$ cat src/rtl/rvfi_mon_pkg.sv
// Shared types for the RVFI retire monitor.
//   halt_cause_t : why the monitor stopped committing (2 bits)
//   RV_XLEN      : architectural register / PC width of the RV32I core
package rvfi_mon_pkg;

  localparam int unsigned RV_XLEN = 32;

  typedef enum logic [1:0] {
    HC_NONE    = 2'd0,
    HC_LOOP    = 2'd1,
    HC_TRAP    = 2'd2,
    HC_TIMEOUT = 2'd3
  } halt_cause_t;

endpackage

$ cat src/rtl/ret_prefix_count.sv
// Per-lane exclusive prefix count and total popcount of a lane mask.
//   mask_i   : N-bit lane mask, bit 0 is the oldest lane
//   prefix_o : prefix_o[k] = number of set bits in mask_i[k-1:0]
//   total_o  : number of set bits in mask_i
module ret_prefix_count #(
  parameter int unsigned N  = 2,
  parameter int unsigned CW = $clog2(N + 1)
) (
  input  logic [N-1:0]         mask_i,
  output logic [N-1:0][CW-1:0] prefix_o,
  output logic [CW-1:0]        total_o
);

  logic [CW-1:0] run;

  // NOTE: blocking assignments are correct here: 'run' is a combinational
  // running sum, each lane must see the value left by the lane before it.
  always_comb begin
    run = '0;
    for (int k = 0; k < N; k++) begin
      prefix_o[k] = run;
      run         = run + CW'(mask_i[k]);
    end
    total_o = run;
  end

endmodule

$ cat src/rtl/rvfi_retire_monitor.sv
// Retire monitor for an in-order, NUM_RET-wide retire stage.
// Converts retire lanes into registered RVFI commit strobes and order numbers
// and raises sticky end-of-simulation status (halt, cause, timeout, lane_err).
//   clk, reset    : rising-edge clock, asynchronous active-low reset
//   ret_valid     : per-lane retire valid (lane 0 oldest)
//   ret_pc_rdata  : per-lane PC of the retiring instruction
//   ret_pc_wdata  : per-lane next PC of the retiring instruction
//   ret_trap      : per-lane trap flag
//   commit, order : registered commit strobe and order number per lane
//   halt          : sticky stop (self-loop, trap or watchdog)
//   halt_cause    : first cause that stopped the monitor
//   timeout       : sticky watchdog expiry
//   lane_err      : sticky non-contiguous ret_valid
//   retired_cnt   : total committed instructions (modulo 2^ORDER_W)
module rvfi_retire_monitor
  import rvfi_mon_pkg::*;
#(
  parameter int unsigned NUM_RET     = 2,
  parameter int unsigned ORDER_W     = 64,
  parameter int unsigned HALT_REPEAT = 2,
  parameter int unsigned WDOG_CYCLES = 100000
) (
  input  logic                             clk,
  input  logic                             reset,
  input  logic [NUM_RET-1:0]               ret_valid,
  input  logic [NUM_RET-1:0][RV_XLEN-1:0]  ret_pc_rdata,
  input  logic [NUM_RET-1:0][RV_XLEN-1:0]  ret_pc_wdata,
  input  logic [NUM_RET-1:0]               ret_trap,
  output logic [NUM_RET-1:0]               commit,
  output logic [NUM_RET-1:0][ORDER_W-1:0]  order,
  output logic                             halt,
  output halt_cause_t                      halt_cause,
  output logic                             timeout,
  output logic                             lane_err,
  output logic [ORDER_W-1:0]               retired_cnt
);

  localparam int unsigned CNT_W  = $clog2(NUM_RET + 1);
  localparam int unsigned LOOP_W = $clog2(HALT_REPEAT + 1);
  localparam int unsigned IDLE_W = (WDOG_CYCLES > 1) ? $clog2(WDOG_CYCLES + 1) : 1;

  localparam logic [LOOP_W-1:0] LOOP_MAX  = LOOP_W'(HALT_REPEAT);
  localparam logic [LOOP_W-1:0] LOOP_ONE  = LOOP_W'(1);
  localparam logic [IDLE_W-1:0] IDLE_ONE  = IDLE_W'(1);
  localparam logic [IDLE_W-1:0] IDLE_LAST = IDLE_W'((WDOG_CYCLES > 0) ? WDOG_CYCLES - 1 : 0);

  // State
  logic [NUM_RET-1:0]              commit_q;
  logic [NUM_RET-1:0][ORDER_W-1:0] order_q,   order_d;
  logic [ORDER_W-1:0]              base_q,    base_d;
  logic [LOOP_W-1:0]               loop_q,    loop_d;
  logic [IDLE_W-1:0]               idle_q,    idle_d;
  logic                            halt_q,    halt_d;
  halt_cause_t                     cause_q,   cause_d;
  logic                            timeout_q, timeout_d;
  logic                            err_q,     err_d;

  // Combinational helpers
  logic                        stop;
  logic [NUM_RET-1:0]          accept;
  logic [NUM_RET-1:0][CNT_W-1:0] prefix;
  logic [CNT_W-1:0]            total;
  logic                        loop_hit;
  logic                        trap_hit;
  logic                        gap;
  logic                        seen_idle;
  logic                        wdog_fire;

  assign stop     = halt_q | timeout_q;
  assign accept   = ret_valid & {NUM_RET{~stop}};
  assign trap_hit = |(accept & ret_trap);

  ret_prefix_count #(
    .N  (NUM_RET),
    .CW (CNT_W)
  ) u_prefix (
    .mask_i   (accept),
    .prefix_o (prefix),
    .total_o  (total)
  );

  // Order numbers: committing lanes get base + offset among committers,
  // idle lanes just show the current base.
  always_comb begin
    for (int k = 0; k < NUM_RET; k++) begin
      order_d[k] = accept[k] ? base_q + ORDER_W'(prefix[k]) : base_q;
    end
    base_d = base_q + ORDER_W'(total);
  end

  // A valid lane above an invalid one means the retire stage skipped a slot.
  always_comb begin
    seen_idle = 1'b0;
    gap       = 1'b0;
    for (int k = 0; k < NUM_RET; k++) begin
      if (!ret_valid[k])  seen_idle = 1'b1;
      else if (seen_idle) gap       = 1'b1;
    end
  end

  // Self-loop detection walks lanes oldest-first so the count behaves as if
  // the lanes had retired in consecutive cycles. Reaching the limit at any
  // lane halts, even if a younger lane in the same cycle clears the count.
  always_comb begin
    loop_d   = loop_q;
    loop_hit = 1'b0;
    for (int k = 0; k < NUM_RET; k++) begin
      if (accept[k]) begin
        if (ret_pc_wdata[k] == ret_pc_rdata[k]) begin
          if (loop_d != LOOP_MAX) loop_d = loop_d + LOOP_ONE;
        end else begin
          loop_d = '0;
        end
        if (loop_d == LOOP_MAX) loop_hit = 1'b1;
      end
    end
  end

  // Watchdog: counts commit-free cycles, saturating; frozen once stopped.
  assign wdog_fire = (WDOG_CYCLES != 0) && !stop && (total == '0) && (idle_q == IDLE_LAST);

  always_comb begin
    idle_d = idle_q;
    if (!stop) begin
      if (total != '0)       idle_d = '0;
      else if (idle_q != '1) idle_d = idle_q + IDLE_ONE;
    end
  end

  // Sticky status. Cause is written only on the first stop; trap outranks
  // loop, and a watchdog firing implies no commit so it cannot collide.
  // NOTE: every output of this block gets a default first so no path leaves
  // a signal unassigned, which would otherwise infer a latch.
  always_comb begin
    halt_d    = halt_q;
    cause_d   = cause_q;
    timeout_d = timeout_q;
    err_d     = err_q | gap;
    if (!halt_q) begin
      if (trap_hit) begin
        halt_d  = 1'b1;
        cause_d = HC_TRAP;
      end else if (loop_hit) begin
        halt_d  = 1'b1;
        cause_d = HC_LOOP;
      end else if (wdog_fire) begin
        halt_d    = 1'b1;
        timeout_d = 1'b1;
        cause_d   = HC_TIMEOUT;
      end
    end
  end

  // NOTE: sequential state uses non-blocking assignments so every register
  // samples the pre-edge values regardless of statement order.
  always_ff @(posedge clk or negedge reset) begin
    if (!reset) begin
      commit_q  <= '0;
      order_q   <= '0;
      base_q    <= '0;
      loop_q    <= '0;
      idle_q    <= '0;
      halt_q    <= 1'b0;
      cause_q   <= HC_NONE;
      timeout_q <= 1'b0;
      err_q     <= 1'b0;
    end else begin
      commit_q <= accept;
      // Order is held once stopped so the last committed numbers stay visible.
      if (!stop) order_q <= order_d;
      base_q    <= base_d;
      loop_q    <= loop_d;
      idle_q    <= idle_d;
      halt_q    <= halt_d;
      cause_q   <= cause_d;
      timeout_q <= timeout_d;
      err_q     <= err_d;
    end
  end

  assign commit      = commit_q;
  assign order       = order_q;
  assign halt        = halt_q;
  assign halt_cause  = cause_q;
  assign timeout     = timeout_q;
  assign lane_err    = err_q;
  assign retired_cnt = base_q;

endmodule

$ cat config.mk
export PLATFORM = sky130hd
export DESIGN_NAME = rvfi_retire_monitor
export DESIGN_NICKNAME = d
export VERILOG_FILES = /design/src/rtl/rvfi_mon_pkg.sv /design/src/rtl/ret_prefix_count.sv /design/src/rtl/rvfi_retire_monitor.sv
export SDC_FILE = /design/constraint.sdc
export NUM_CORES = 1
export LEC_CHECK = 0
export ABC_AREA = 1
export BUFFER_PORTS_ARGS = -buffer_cell sky130_fd_sc_hd__buf_2
export CORE_MARGIN = 5
export CORE_UTILIZATION = 52
export CTS_CLUSTER_SIZE = 40
export DETAILED_ROUTE_END_ITERATION = 10
export PLACE_DENSITY_LB_ADDON = 0.3
export SLEW_MARGIN = 20
export SYNTH_ARGS = -nofsm -noshare
export SYNTH_HDL_FRONTEND = slang
export SYNTH_SLANG_ARGS = --single-unit
export TNS_END_PERCENT = 100
$ cat constraint.sdc
create_clock -name clk -period 4.6 [get_ports clk]
set_clock_uncertainty 0.1 [all_clocks]
set_input_delay 0 -clock clk [delete_from_list [all_inputs] [get_ports clk]]
set_output_delay 0 -clock clk [all_outputs]
set_load 0.01 [all_outputs]
# ---- Word-level counts from Yosys, hierarchy flattened
# Index checks and enable logic that the tools add are counted.
dict set report op_classes {
  n_addsub 6
  n_eq_ne 8
  n_mux 24
  bitwise_logic 8
  reduce_logical 11
}
# op count
set op_table {}
lappend op_table {{$add 64x1->64} 1}
lappend op_table {{$add 64x2->64} 1}
lappend op_table {{$eq 32x32->1} 2}
lappend op_table {{$mux 64} 1}
lappend op_table {{$mux 17} 2}
lappend op_table {{$mux 2} 11}
lappend op_table {{$add 17x1->17 const B} 1}
lappend op_table {{$eq 17x17->1 const B} 1}
lappend op_table {{$ne 17x17->1 const B} 1}
lappend op_table {{$mux 1} 10}
lappend op_table {{$add 2x1->2 const B} 2}
lappend op_table {{$and 2x2->2} 2}
lappend op_table {{$eq 2x2->1 const B} 2}
lappend op_table {{$ne 2x2->1 const B} 2}
lappend op_table {{$not 1->1} 4}
lappend op_table {{$reduce_and 2->1} 2}
lappend op_table {{$reduce_and 4->1} 1}
lappend op_table {{$reduce_bool 2->1} 2}
lappend op_table {{$reduce_bool 3->1} 1}
lappend op_table {{$add 1x1->2} 1}
lappend op_table {{$logic_and 1x1->1} 2}
lappend op_table {{$logic_not 2->1} 1}
lappend op_table {{$or 1x1->1} 2}
lappend op_table {{$reduce_or 2->1} 1}
lappend op_table {{$logic_not 1->1} 1}
dict set report totals {
  register_bits 218
  inputBits 134
}

# ---- Longest topological paths before layout
# Gate-level depths: netlist of run 1.
dict set report depth {
  ltp_word 15
  mapped_depth 18
  ltp_nobuf 18
}

# ---- Hierarchy
# From an unflattened synthesis of run 1, not the netlist that was laid out.
dict set report hier_totals {
  hier_cells 1759
  area_unflattened_um2 13191.4
}
# module instances cells_each area_each_um2
set modules_own_cells {}
lappend modules_own_cells {rvfi_retire_monitor 1 1753 13145.1}
lappend modules_own_cells {ret_prefix_count 1 6 46.3}

# ---- Least setup slack after synthesis of run 1
# Ideal clock, no wire load.
dict set report synth_path {
  path_type {reg2reg}
  from {register halt_q, in the netlist halt}
  to {register base_q[62], in the netlist retired_cnt[62]}
  t_arrival_ns 2.836
  slack_ns 1.542
  path_stages_with_launch 18
  path_buffers 1
  synth_period_minus_slack_ns 3.058
  path_cell_list {dfrtp_1 -> inv_1 -> nand2_1 -> buf_4 -> inv_2 -> nand2_1 -> inv_1 -> ha_1 -> ha_1 -> inv_1 -> fa_1 -> nor2_4 -> nand2_1 -> nor2_2 -> nand2_1 -> nor3_2 -> nand3_1 -> xor2_1}
}
dict set report synth_via {
  elab_chain_len 5
}
# item line
set synth_lines {}
lappend synth_lines {{start, declared} rvfi_retire_monitor.sv:53} ;# logic halt_q, halt_d;
lappend synth_lines {{start signal, assigned} rvfi_retire_monitor.sv:174} ;# halt_q <= halt_d;
lappend synth_lines {{$or 1x1->1} rvfi_retire_monitor.sv:69} ;# assign stop = halt_q | timeout_q;
lappend synth_lines {{$not 1->1 (no source line)} n/a}
lappend synth_lines {{$and 2x2->2} rvfi_retire_monitor.sv:70} ;# assign accept = ret_valid & {NUM_RET{~stop}};
lappend synth_lines {{named net accept[0]} rvfi_retire_monitor.sv:60} ;# logic [NUM_RET-1:0] accept;
lappend synth_lines {{$add 1x1->2} ret_prefix_count.sv:22} ;# run = run + CW'(mask_i[k]);
lappend synth_lines {{$add 64x2->64} rvfi_retire_monitor.sv:88} ;# base_d = base_q + ORDER_W'(total);
lappend synth_lines {{named net base_d[62]} rvfi_retire_monitor.sv:50} ;# logic [ORDER_W-1:0] base_q, base_d;
lappend synth_lines {{end signal, assigned} rvfi_retire_monitor.sv:171} ;# base_q <= base_d;
lappend synth_lines {{end, declared} rvfi_retire_monitor.sv:50}
# The timed path passes the listed nets, and every way through them passes these cells.
# A chain may end at the register's enable or synchronous reset.

# ---- Worst setup path after layout of run 1
dict set report layout_path {
  from {input port ret_pc_wdata[54] in the netlist's numbering}
  to {register loop_q[0]}
}
dict set report layout_via {
  elab_chain_len 4
}
# item line
set layout_lines {}
lappend layout_lines {{start, declared} rvfi_retire_monitor.sv:27} ;# input logic [NUM_RET-1:0][RV_XLEN-1:0] ret_pc_wdata,
lappend layout_lines {{$eq 32x32->1} rvfi_retire_monitor.sv:109} ;# if (ret_pc_wdata[k] == ret_pc_rdata[k]) begin
lappend layout_lines {{$mux 2} rvfi_retire_monitor.sv:109}
lappend layout_lines {{$mux 2 (2 in a row)} rvfi_retire_monitor.sv:108} ;# if (accept[k]) begin
lappend layout_lines {{named net loop_d[0]} rvfi_retire_monitor.sv:51} ;# logic [LOOP_W-1:0] loop_q, loop_d;
lappend layout_lines {{end signal, assigned} rvfi_retire_monitor.sv:172} ;# loop_q <= loop_d;
lappend layout_lines {{end, declared} rvfi_retire_monitor.sv:51}
# The timed path passes the listed nets, and every way through them passes these cells. The select of a mux whose other input is x is not followed.

==> results of run 1 <==
## power groups by stage
stage                     combinational (W)  clock (W)  sequential, W
after global routing               0.000241    0.00223        0.00193
final                              0.000211    0.00212        0.00193
after global placement             0.000194          0        0.00196
after CTS                          0.000211    0.00215        0.00193
after floorplan                   0.0000772          0        0.00196
after detailed placement           0.000200          0        0.00196
## repair_timing
item,4_1_cts,5_1_grt
hold buffers,18,1
endpoints found under the setup margin,0,0
hold endpoints to repair,148,40
## sequential cells by signal (all words and copies together), names as in the netlist
register / flops
commit: 2
halt: 1
halt_cause: 2
idle_q: 17
lane_err: 1
loop_q: 2
order: 128
retired_cnt: 64
timeout: 1
## worst max-delay path by stage
stage | endpoint
after detailed placement | retired_cnt[62]$_DFF_PN0_
after CTS | loop_q[0]$_DFF_PN0_
after global routing | loop_q[0]$_DFF_PN0_
after floorplan | retired_cnt[62]$_DFF_PN0_
final | loop_q[0]$_DFF_PN0_
after global placement | retired_cnt[62]$_DFF_PN0_
## per-stage QoR
stage                     setup WS [ns]  power [W]  util [%]  instances
after floorplan                    1.54    0.00204         -       1525
after global placement             1.38    0.00216      58.8       2080
after detailed placement           1.23    0.00216      58.8       2080
after CTS                         0.910    0.00429      63.3       2144
after global routing              0.639    0.00439      63.5       2146
final                             0.774    0.00426      63.5       2146
## layout make-up
class	instances	area, um2	area share [%]
flip-flops and latches	218	5460	36.8
multi-input cells	1020	5450	36.8
repair buffers	359	1940	13.1
clock buffers	32	692	4.67
inverters	184	692	4.67
well taps	319	399	2.69
clock inverters	14	190	1.28
## layout by cell type, fill, tap and decap left out, drive strengths merged, types with 3 or more instances in the layout
master       Yosys  routed
clkbuf          27      32
o21ai           52      52
dfrtp          218     218
nor3            42      42
or2              3       3
ha              10      10
a21oi           23      23
nor4             8       8
xnor2           50      50
o21a             7       7
dlygate4sd3      0      19
bufinv           0       4
nor2           160     160
inv            184     185
buf             76     340
nand2          374     374
o31ai            7       7
a22oi            3       3
nand4           72      72
nor3b            3       3
clkinv           0       8
o211ai          27      27
xor2            60      60
nand3          113     113
## layer usage
metal  up-vias  part of all wire [%]  wire length, um  GRT usage, %
met3        62                   8.8             3600          6.26
met4         0                   2.5             1000          7.85
met5         -                     0                0             0
li1       5449                     -                -             -
met1      5564                    43            17500          42.4
met2       519                    46            18800          48.7
## cell families (layout without fill, tap and decap cells)
group	Yosys count	in the layout
fa+ha+maj	11	11
xor+xnor	110	110
buf+inv	287	589
simple gates	775	775
flops	218	218
compound gates	124	124
## worst reg2reg max path: cells and delay by family (launching register included)
| family | cells | cell delay (ns) |
|---|---|---|
| simple gates | 8 | 1.40 |
| fa+ha+maj | 3 | 0.99 |
| flops | 1 | 0.34 |
| buf+inv | 4 | 0.32 |
| xor+xnor | 1 | 0.17 |
==> impl_table.tex, run 1 <==
\begin{tabular}{lr}
\hline
Metric & Value \\
\hline
\multicolumn{2}{l}{\textbf{Run status}} \\
\quad Status & completed \\
\multicolumn{2}{l}{\textbf{Die}} \\
\quad Die H & 163 um \\
\quad Boundary pin count & 333 \\
\quad Number of core rows & 56 \\
\quad Initial standard-cell utilization of the core & 52.4\% \\
\quad DIE AREA & 0.0267 mm2 \\
\quad Die width & 163 um \\
\quad Area of the placeable core & 0.0233 mm2 \\
\multicolumn{2}{l}{\textbf{Synthesis}} \\
\quad Number of nets in the synthesized netlist & 1670 \\
\quad Post-synthesis xor/xnor area fraction & 7.87\% \\
\quad Flip-flop and latch count after synthesis & 218 \\
\quad Unique cell type count in the Yosys netlist & 42 \\
\quad Library cell with the highest instance count after synthesis & nand2\_1 \\
\quad Top cells by area, synth & dfrtp\_1 (45\%), nand2\_1 (11\%), inv\_1 (4.9\%) \\
\quad Seq/Total Area, Yosys & 44.6\% \\
\quad Post-synth top area cell & dfrtp\_1 \\
\quad Most frequent cells after synthesis & nand2\_1 (365), dfrtp\_1 (218), inv\_1 (159), nor2\_1 (136), nand3\_1 (111) \\
\quad Adder-cell area share of the yosys netlist & 1.19\% \\
\quad Synth top area share & 44.6\% \\
\quad Portion of netlist area occupied by mux cells & 0\% \\
\quad Synthesized-area fraction occupied by ao, oa, aoi and oai cells & 6.11\% \\
\quad Most used flip-flop cell after synthesis & dfrtp\_1 \\
\quad Avg Cell Area, Syn & 8.02 um2 \\
\quad Largest family of logic cells by synthesized area & simple AND/OR/NAND/NOR gates \\
\quad Number of instances in the synthesized netlist & 1525 \\
\quad Number of flops mapped to enable cells by yosys & 0 \\
\quad Number of warning messages in the yosys log & 0 \\
\quad Simple-gate area share of the yosys netlist & 29.3\% \\
\quad Fraction of registers with async set/reset & 100\% \\
\quad Post-synth design cell area & 0.0122 mm2 \\
\multicolumn{2}{l}{\textbf{Worst setup path}} \\
\quad Crit path launch type & input pin \\
\quad Critical path, cell by cell & dlygate4sd3\_1 -> buf\_2 -> xnor2\_1 -> dlygate4sd3\_1 -> nand2\_1 -> dlygate4sd3\_1 -> nor2\_1 -> dlygate4sd3\_1 -> nand2\_1 -> dlygate4sd3\_1 -> nor2\_1 -> dlygate4sd3\_1 -> nand4\_1 -> o21ai\_0 \\
\quad Worst R2R Setup Slack & 1.19 ns \\
\quad Kind of end point of the critical path & flip-flop \\
\quad Startpoint of the most critical setup path & ret\_pc\_wdata[54] \\
\quad Logic depth of the worst setup path including buffers & 14 \\
\quad Critical path class & input pin to flip-flop \\
\quad Length in cells of the worst reg-to-reg path & 16 \\
\quad Crit path DAT & 4.17 ns \\
\quad R2r startpoint & halt\$\_DFF\_PN0\_ \\
\quad Endpoint of the lowest-slack register-to-register path & retired\_cnt[62]\$\_DFF\_PN0\_ \\
\quad Critical Path Max Stage Delay & 0.60 ns \\
\quad Required time worst endpoint & 4.94 ns \\
\quad Dominant delay contributor by cell family on the critical path & buffers and inverters \\
\quad Worst-path cell with the longest stage delay & dlygate4sd3\_1 \\
\quad Maximum net fanout on the critical path & 2 \\
\quad Most numerous cell on the critical path & dlygate4sd3\_1 \\
\quad Buffers and inverters on the worst path & 7 \\
\multicolumn{2}{l}{\textbf{Power}} \\
\quad Sw Share & 22.1\% \\
\quad Combinational share of power & 5.0\% \\
\quad Power share of the clock group & 49.8\% \\
\quad Cell-internal power & 0.00332 W \\
\quad Seq pwr share & 45.2\% \\
\quad Pwr Density & 288 mW/mm2 \\
\quad Power spent charging and discharging nets & 0.000942 W \\
\quad Leakage power of the design & 7.62 nW \\
\quad Maximum VDD drop & 0.281 mV \\
\multicolumn{2}{l}{\textbf{Min path}} \\
\quad Worst Hold Endpoint & loop\_q[0]\$\_DFF\_PN0\_ \\
\quad Launch instance of the worst min-delay path & ret\_pc\_wdata[28] \\
\quad Worst hold path class & input pin to flip-flop \\
\quad Cell depth of the worst hold path & 10 \\
\multicolumn{2}{l}{\textbf{Clock network}} \\
\quad Clock latency reported for the late side of the worst-skew pair & 0.53 ns \\
\quad Number of instances resized during post-cts repair & 0 \\
\quad Number of sinks driven by the clock tree & 218 \\
\quad Count of buffers added by post-CTS timing repair for setup & 0 \\
\quad Root Buffer & clkbuf\_16 \\
\quad Depth of the CTS H-tree & 1 \\
\quad Clk pin slew, worst setup/hold paths & 0.06 ns \\
\quad Clock tree from TritonCTS & built \\
\quad Total CTS buffers & 25 \\
\quad Maximum count of clock buffers along a single path & 3 \\
\multicolumn{2}{l}{\textbf{Cells and area}} \\
\quad Area added between synthesis and finish & 21.1\% \\
\quad Final layout net count & 1953 \\
\quad Finished Cell Area & 0.0148 mm2 \\
\quad Fill cells & 2097 \\
\quad Antenna diodes & 0 \\
\quad Layout cells sized above 1 & 25.1\% \\
\multicolumn{2}{l}{\textbf{Routing}} \\
\quad Wire length per cell & 19.0 um \\
\quad Initial DRC count & 1159 \\
\quad Vias after detailed routing & 11600 \\
\quad Antenna-violating nets left & 0 \\
\quad Total length of routed wires & 40900 um \\
\quad Via density per instance & 5.40 \\
\quad DRC Markers & 0 \\
\quad TritonRoute pass-1 iters & 8 \\
\multicolumn{2}{l}{\textbf{Global route}} \\
\quad Maximum number of pins on one net before global-route repair & 140 \\
\quad First-pass GRT wire length & 63500 um \\
\quad Total global routing overflow & 0 \\
\quad Gr usage total & 30.4\% \\
\quad Vias in the first global route & 11400 \\
\quad Antenna violations before repair & 0 \\
\multicolumn{2}{l}{\textbf{STA}} \\
\quad Worst hold margin & 0.0498 ns \\
\quad Shortest period the worst path allows & 3.83 ns \\
\quad Max-slew headroom & 40.2\% \\
\quad Final number of hold-violating endpoints & 0 \\
\quad Final setup violating endpoints & 0 \\
\quad Sum Neg Setup Slack & 0 ns \\
\quad Slew of the pin with the lowest slew margin & 0.896 ns \\
\quad RSZ-0062 raised after global routing & no \\
\quad Max-slew violation total from the final report & 0 \\
\quad Final period util & 83.2\% \\
\quad Max Freq & 261 MHz \\
\multicolumn{2}{l}{\textbf{Job}} \\
\quad MaxCap Viol Count & 0 \\
\multicolumn{2}{l}{\textbf{Placed design}} \\
\quad Final weighted congestion in routability-driven placement & 0.954 \\
\quad Post-placement cell area & 0.0137 mm2 \\
\quad DP Wirelength & 32000 um \\
\quad Count of input and output buffers & 332 \\
\hline
\end{tabular}
No activity file was read; power rests on OpenSTA's default activity.
==> run 2: changes to the inputs <==
- clock period: 4.6 -> 3.75 ns (I/O delays scaled with it)
==> run 2 against run 1 <==
The run now ends with hold timing left; worst hold slack worse by 0.074 ns; count of clock-buffer cells in the layout unchanged; final area is essentially flat; worst setup slack lost 0.46 ns; utilization barely moved; register-to-register slack worse by 0.75 ns; cell count hardly changed; wire length grew 1.2%; flip-flop and latch count stayed put; first-iteration DRC count shrank 3.4%; non-clock buffer count unchanged.
==> impl_table.tex, run 2 (synthesized netlist as in run 1, its figures left out) <==
\begin{tabular}{lr}
\hline
Metric & Value \\
\hline
\multicolumn{2}{l}{\textbf{Worst setup path}} \\
\quad Critical Path Max Stage Delay & 0.55 ns (-0.05 ns) \\
\quad Crit path DAT & 3.73 ns (-0.44 ns) \\
\quad Required time worst endpoint & 4.05 ns (-0.89 ns) \\
\quad R2r startpoint & halt\$\_DFF\_PN0\_ \\
\quad Startpoint of the most critical setup path & ret\_pc\_wdata[56] \\
\quad Crit path launch type & input pin \\
\quad Critical path, cell by cell & dlygate4sd3\_1 -> buf\_2 -> xnor2\_1 -> dlygate4sd3\_1 -> nand2\_1 -> dlygate4sd3\_1 -> nor2\_1 -> dlygate4sd3\_1 -> nand2\_1 -> dlygate4sd3\_1 -> nor2\_1 -> nand4\_1 -> nand2\_1 -> nor2\_1 -> nand3\_1 -> nand2\_1 \\
\quad Worst-path cell with the longest stage delay & dlygate4sd3\_1 \\
\quad Kind of end point of the critical path & flip-flop \\
\quad Most numerous cell on the critical path & dlygate4sd3\_1 \\
\quad Maximum net fanout on the critical path & 4 (+2) \\
\quad Critical path class & input pin to flip-flop \\
\multicolumn{2}{l}{\textbf{Power}} \\
\quad Tot Pwr & 0.00517 W (+21\%) \\
\quad Leakage power of the design & 7.62 nW (about the same) \\
\quad Maximum VDD drop & 0.263 mV (-6.4\%) \\
\quad Pwr Density & 349 mW/mm2 (+21\%) \\
\multicolumn{2}{l}{\textbf{Routing}} \\
\quad Antenna-violating nets left & 0 (unchanged) \\
\quad DRC Markers & 0 (unchanged) \\
\quad Via density per instance & 5.38 (-0.37\%) \\
\quad TritonRoute pass-1 iters & 6 (-2) \\
\quad Vias after detailed routing & 11500 (-0.47\%) \\
\quad Total length of routed wires & 41400 um (+1.2\%) \\
\quad Wire length per cell & 19.3 um (+1.3\%) \\
\quad Initial DRC count & 1120 (-3.4\%) \\
\multicolumn{2}{l}{\textbf{Clock network}} \\
\quad Number of sinks driven by the clock tree & 218 (unchanged) \\
\quad Root Buffer & clkbuf\_16 \\
\quad Maximum count of clock buffers along a single path & 3 (unchanged) \\
\quad Clock latency reported for the late side of the worst-skew pair & 0.52 ns (about the same) \\
\quad Clk pin slew, worst setup/hold paths & 0.06 ns (about the same) \\
\quad Count of buffers added by post-CTS timing repair for setup & 0 (unchanged) \\
\quad Depth of the CTS H-tree & 1 (unchanged) \\
\quad Clock tree from TritonCTS & built \\
\quad Total CTS buffers & 24 (-4.0\%) \\
\multicolumn{2}{l}{\textbf{Cells and area}} \\
\quad Fin cells & 2144 (-0.093\%) \\
\quad Layout cells sized above 1 & 25.0\% (-0.082 points) \\
\quad Antenna diodes & 0 (unchanged) \\
\quad Area added between synthesis and finish & 21.1\% (about the same) \\
\quad Commonest non-fill, non-tap cell in the layout & nand2\_1 \\
\quad Commonest cells after routing, fill and taps aside & nand2\_1 (364), buf\_2 (331), dfrtp\_1 (218), inv\_1 (159), nor2\_1 (135) \\
\quad Final layout net count & 1952 (-0.051\%) \\
\quad Flip-flop count of the largest register, all copies and words added & 128 (unchanged) \\
\multicolumn{2}{l}{\textbf{Global route}} \\
\quad Vias in the first global route & 11100 (-3.0\%) \\
\quad First-pass GRT wire length & 63700 um (+0.40\%) \\
\quad Antenna violations before repair & 0 (unchanged) \\
\quad Total global routing overflow & 0 (unchanged) \\
\quad Maximum number of pins on one net before global-route repair & 104 (-26\%) \\
\quad Gr usage total & 30.6\% (+0.20 points) \\
\multicolumn{2}{l}{\textbf{Run status}} \\
\quad Violations in the final reports & hold timing \\
\quad Status & finished, violations left \\
\multicolumn{2}{l}{\textbf{Die}} \\
\quad Initial standard-cell utilization of the core & 52.4\% (unchanged) \\
\quad Area of the placeable core & 0.0233 mm2 (unchanged) \\
\quad DIE AREA & 0.0267 mm2 (unchanged) \\
\quad Boundary pin count & 333 (unchanged) \\
\quad Number of core rows & 56 (unchanged) \\
\quad Die width & 163 um (unchanged) \\
\quad Die H & 163 um (unchanged) \\
\multicolumn{2}{l}{\textbf{STA}} \\
\quad RSZ-0062 raised after global routing & no \\
\quad Max-slew headroom & 31.9\% (-8.3 points) \\
\quad Final setup violating endpoints & 0 (unchanged) \\
\quad Worst hold margin & -0.0245 ns (-0.0743 ns) \\
\quad Sum Neg Setup Slack & 0 ns (unchanged) \\
\quad Shortest period the worst path allows & 3.43 ns \\
\quad Max-slew violation total from the final report & 0 (unchanged) \\
\quad Final period util & 91.6\% \\
\quad Final number of hold-violating endpoints & 2 (+2) \\
\quad Slew of the pin with the lowest slew margin & 1.02 ns (+0.125 ns) \\
\quad Max Freq & 291 MHz \\
\multicolumn{2}{l}{\textbf{Job}} \\
\quad MaxCap Viol Count & 0 (unchanged) \\
\multicolumn{2}{l}{\textbf{Placed design}} \\
\quad Cell count after placement & 2080 (unchanged) \\
\quad Final weighted congestion in routability-driven placement & 0.990 (+3.8\%) \\
\quad Count of input and output buffers & 332 (unchanged) \\
\quad DP Wirelength & 32300 um (+1.0\%) \\
\multicolumn{2}{l}{\textbf{Min path}} \\
\quad Launch instance of the worst min-delay path & ret\_pc\_rdata[61] \\
\quad Worst hold path class & input pin to flip-flop \\
\hline
\end{tabular}
## run 2: cell count changes in the layout (fill, tap and decap cells not counted)
| cell | before | now |
|---|---|---|
| clkbuf_8 | 4 | 3 |
| clkinv_2 | 6 | 4 |
| buf_4 | 7 | 6 |
| nor2_1 | 136 | 135 |
| clkbuf_1 | 3 | 4 |
| inv_6 | 1 | 2 |
| buf_12 | 0 | 1 |
| nor2_2 | 13 | 14 |
| clkinvlp_4 | 1 | 2 |
| dlygate4sd3_1 | 19 | 18 |
| dlymetal6s4s_1 | 0 | 1 |
| clkinv_4 | 2 | 1 |
| inv_8 | 1 | 0 |
## run 2: final timing paths
path	endpoint	cells past startpoint	slack [ns]
setup / recovery	halt_cause[1]$_DFFE_PN0P_	16	0.32
hold / removal	loop_q[1]$_DFF_PN0_	9	-0.02
setup reg to reg	retired_cnt[62]$_DFF_PN0_	16	0.44
hold reg to reg	order[60]$_DFFE_PN0N_	2	0.37
max in group asynchronous	retired_cnt[43]$_DFF_PN0_	3	2.94
min in group asynchronous	order[6]$_DFFE_PN0N_	3	0.01
## run 2: per-stage QoR
stage,worst slack [ns],util (%),hold slack [ns],area [um2]
global route,0.0574,63.5,0.0135,14800
detailed placement,0.463,58.8,-0.0999,13700
global placement,0.607,58.8,-0.0947,13700
floorplan,0.692,-,-0.396,12200
finish,0.317,63.5,-0.0245,14800
CTS,0.0341,63.4,0.0148,14800
## run 2: power by group
| part | leakage (nW) | switching (W) | total [W] | internal (W) |
|---|---|---|---|---|
| Combinational | 4.67 | 0.000137 | 0.000263 | 0.000126 |
| Clock | 0.416 | 0.000985 | 0.00255 | 0.00156 |
| Sequential | 2.53 | 0.00000503 | 0.00236 | 0.00236 |
## run 2: final cells by class
type	instances	area, um2
clock buffer	32	682
inverter	184	692
clock inverter	12	176
timing repair buffer	359	1960
sequential	218	5460
tap	319	399
fill	2054	8520
multi-input combinational	1020	5450
## run 2: worst max-delay path: cells and delay by family
kind | cells | cell delay, ns
xor gates and xnor gates | 1 | 0.11
buffers and inverters | 6 | 2.86
and+or+nand+nor | 9 | 0.75
## run 2: routing by layer
metal / global-route usage, % / up-vias / wire length (um)
li1: - / 5426 / -
met1: 44.0 / 5514 / 17900
met2: 48.1 / 533 / 18900
met3: 6.13 / 67 / 3560
met4: 7.01 / 0 / 1000
met5: 0 / - / 0
## run 2: timing repair
action / CTS / global route
gates resized for setup: 0 / 2
endpoints found under the setup margin: 0 / 2
hold endpoints to repair: 182 / 1
hold buffers: 19 / 2
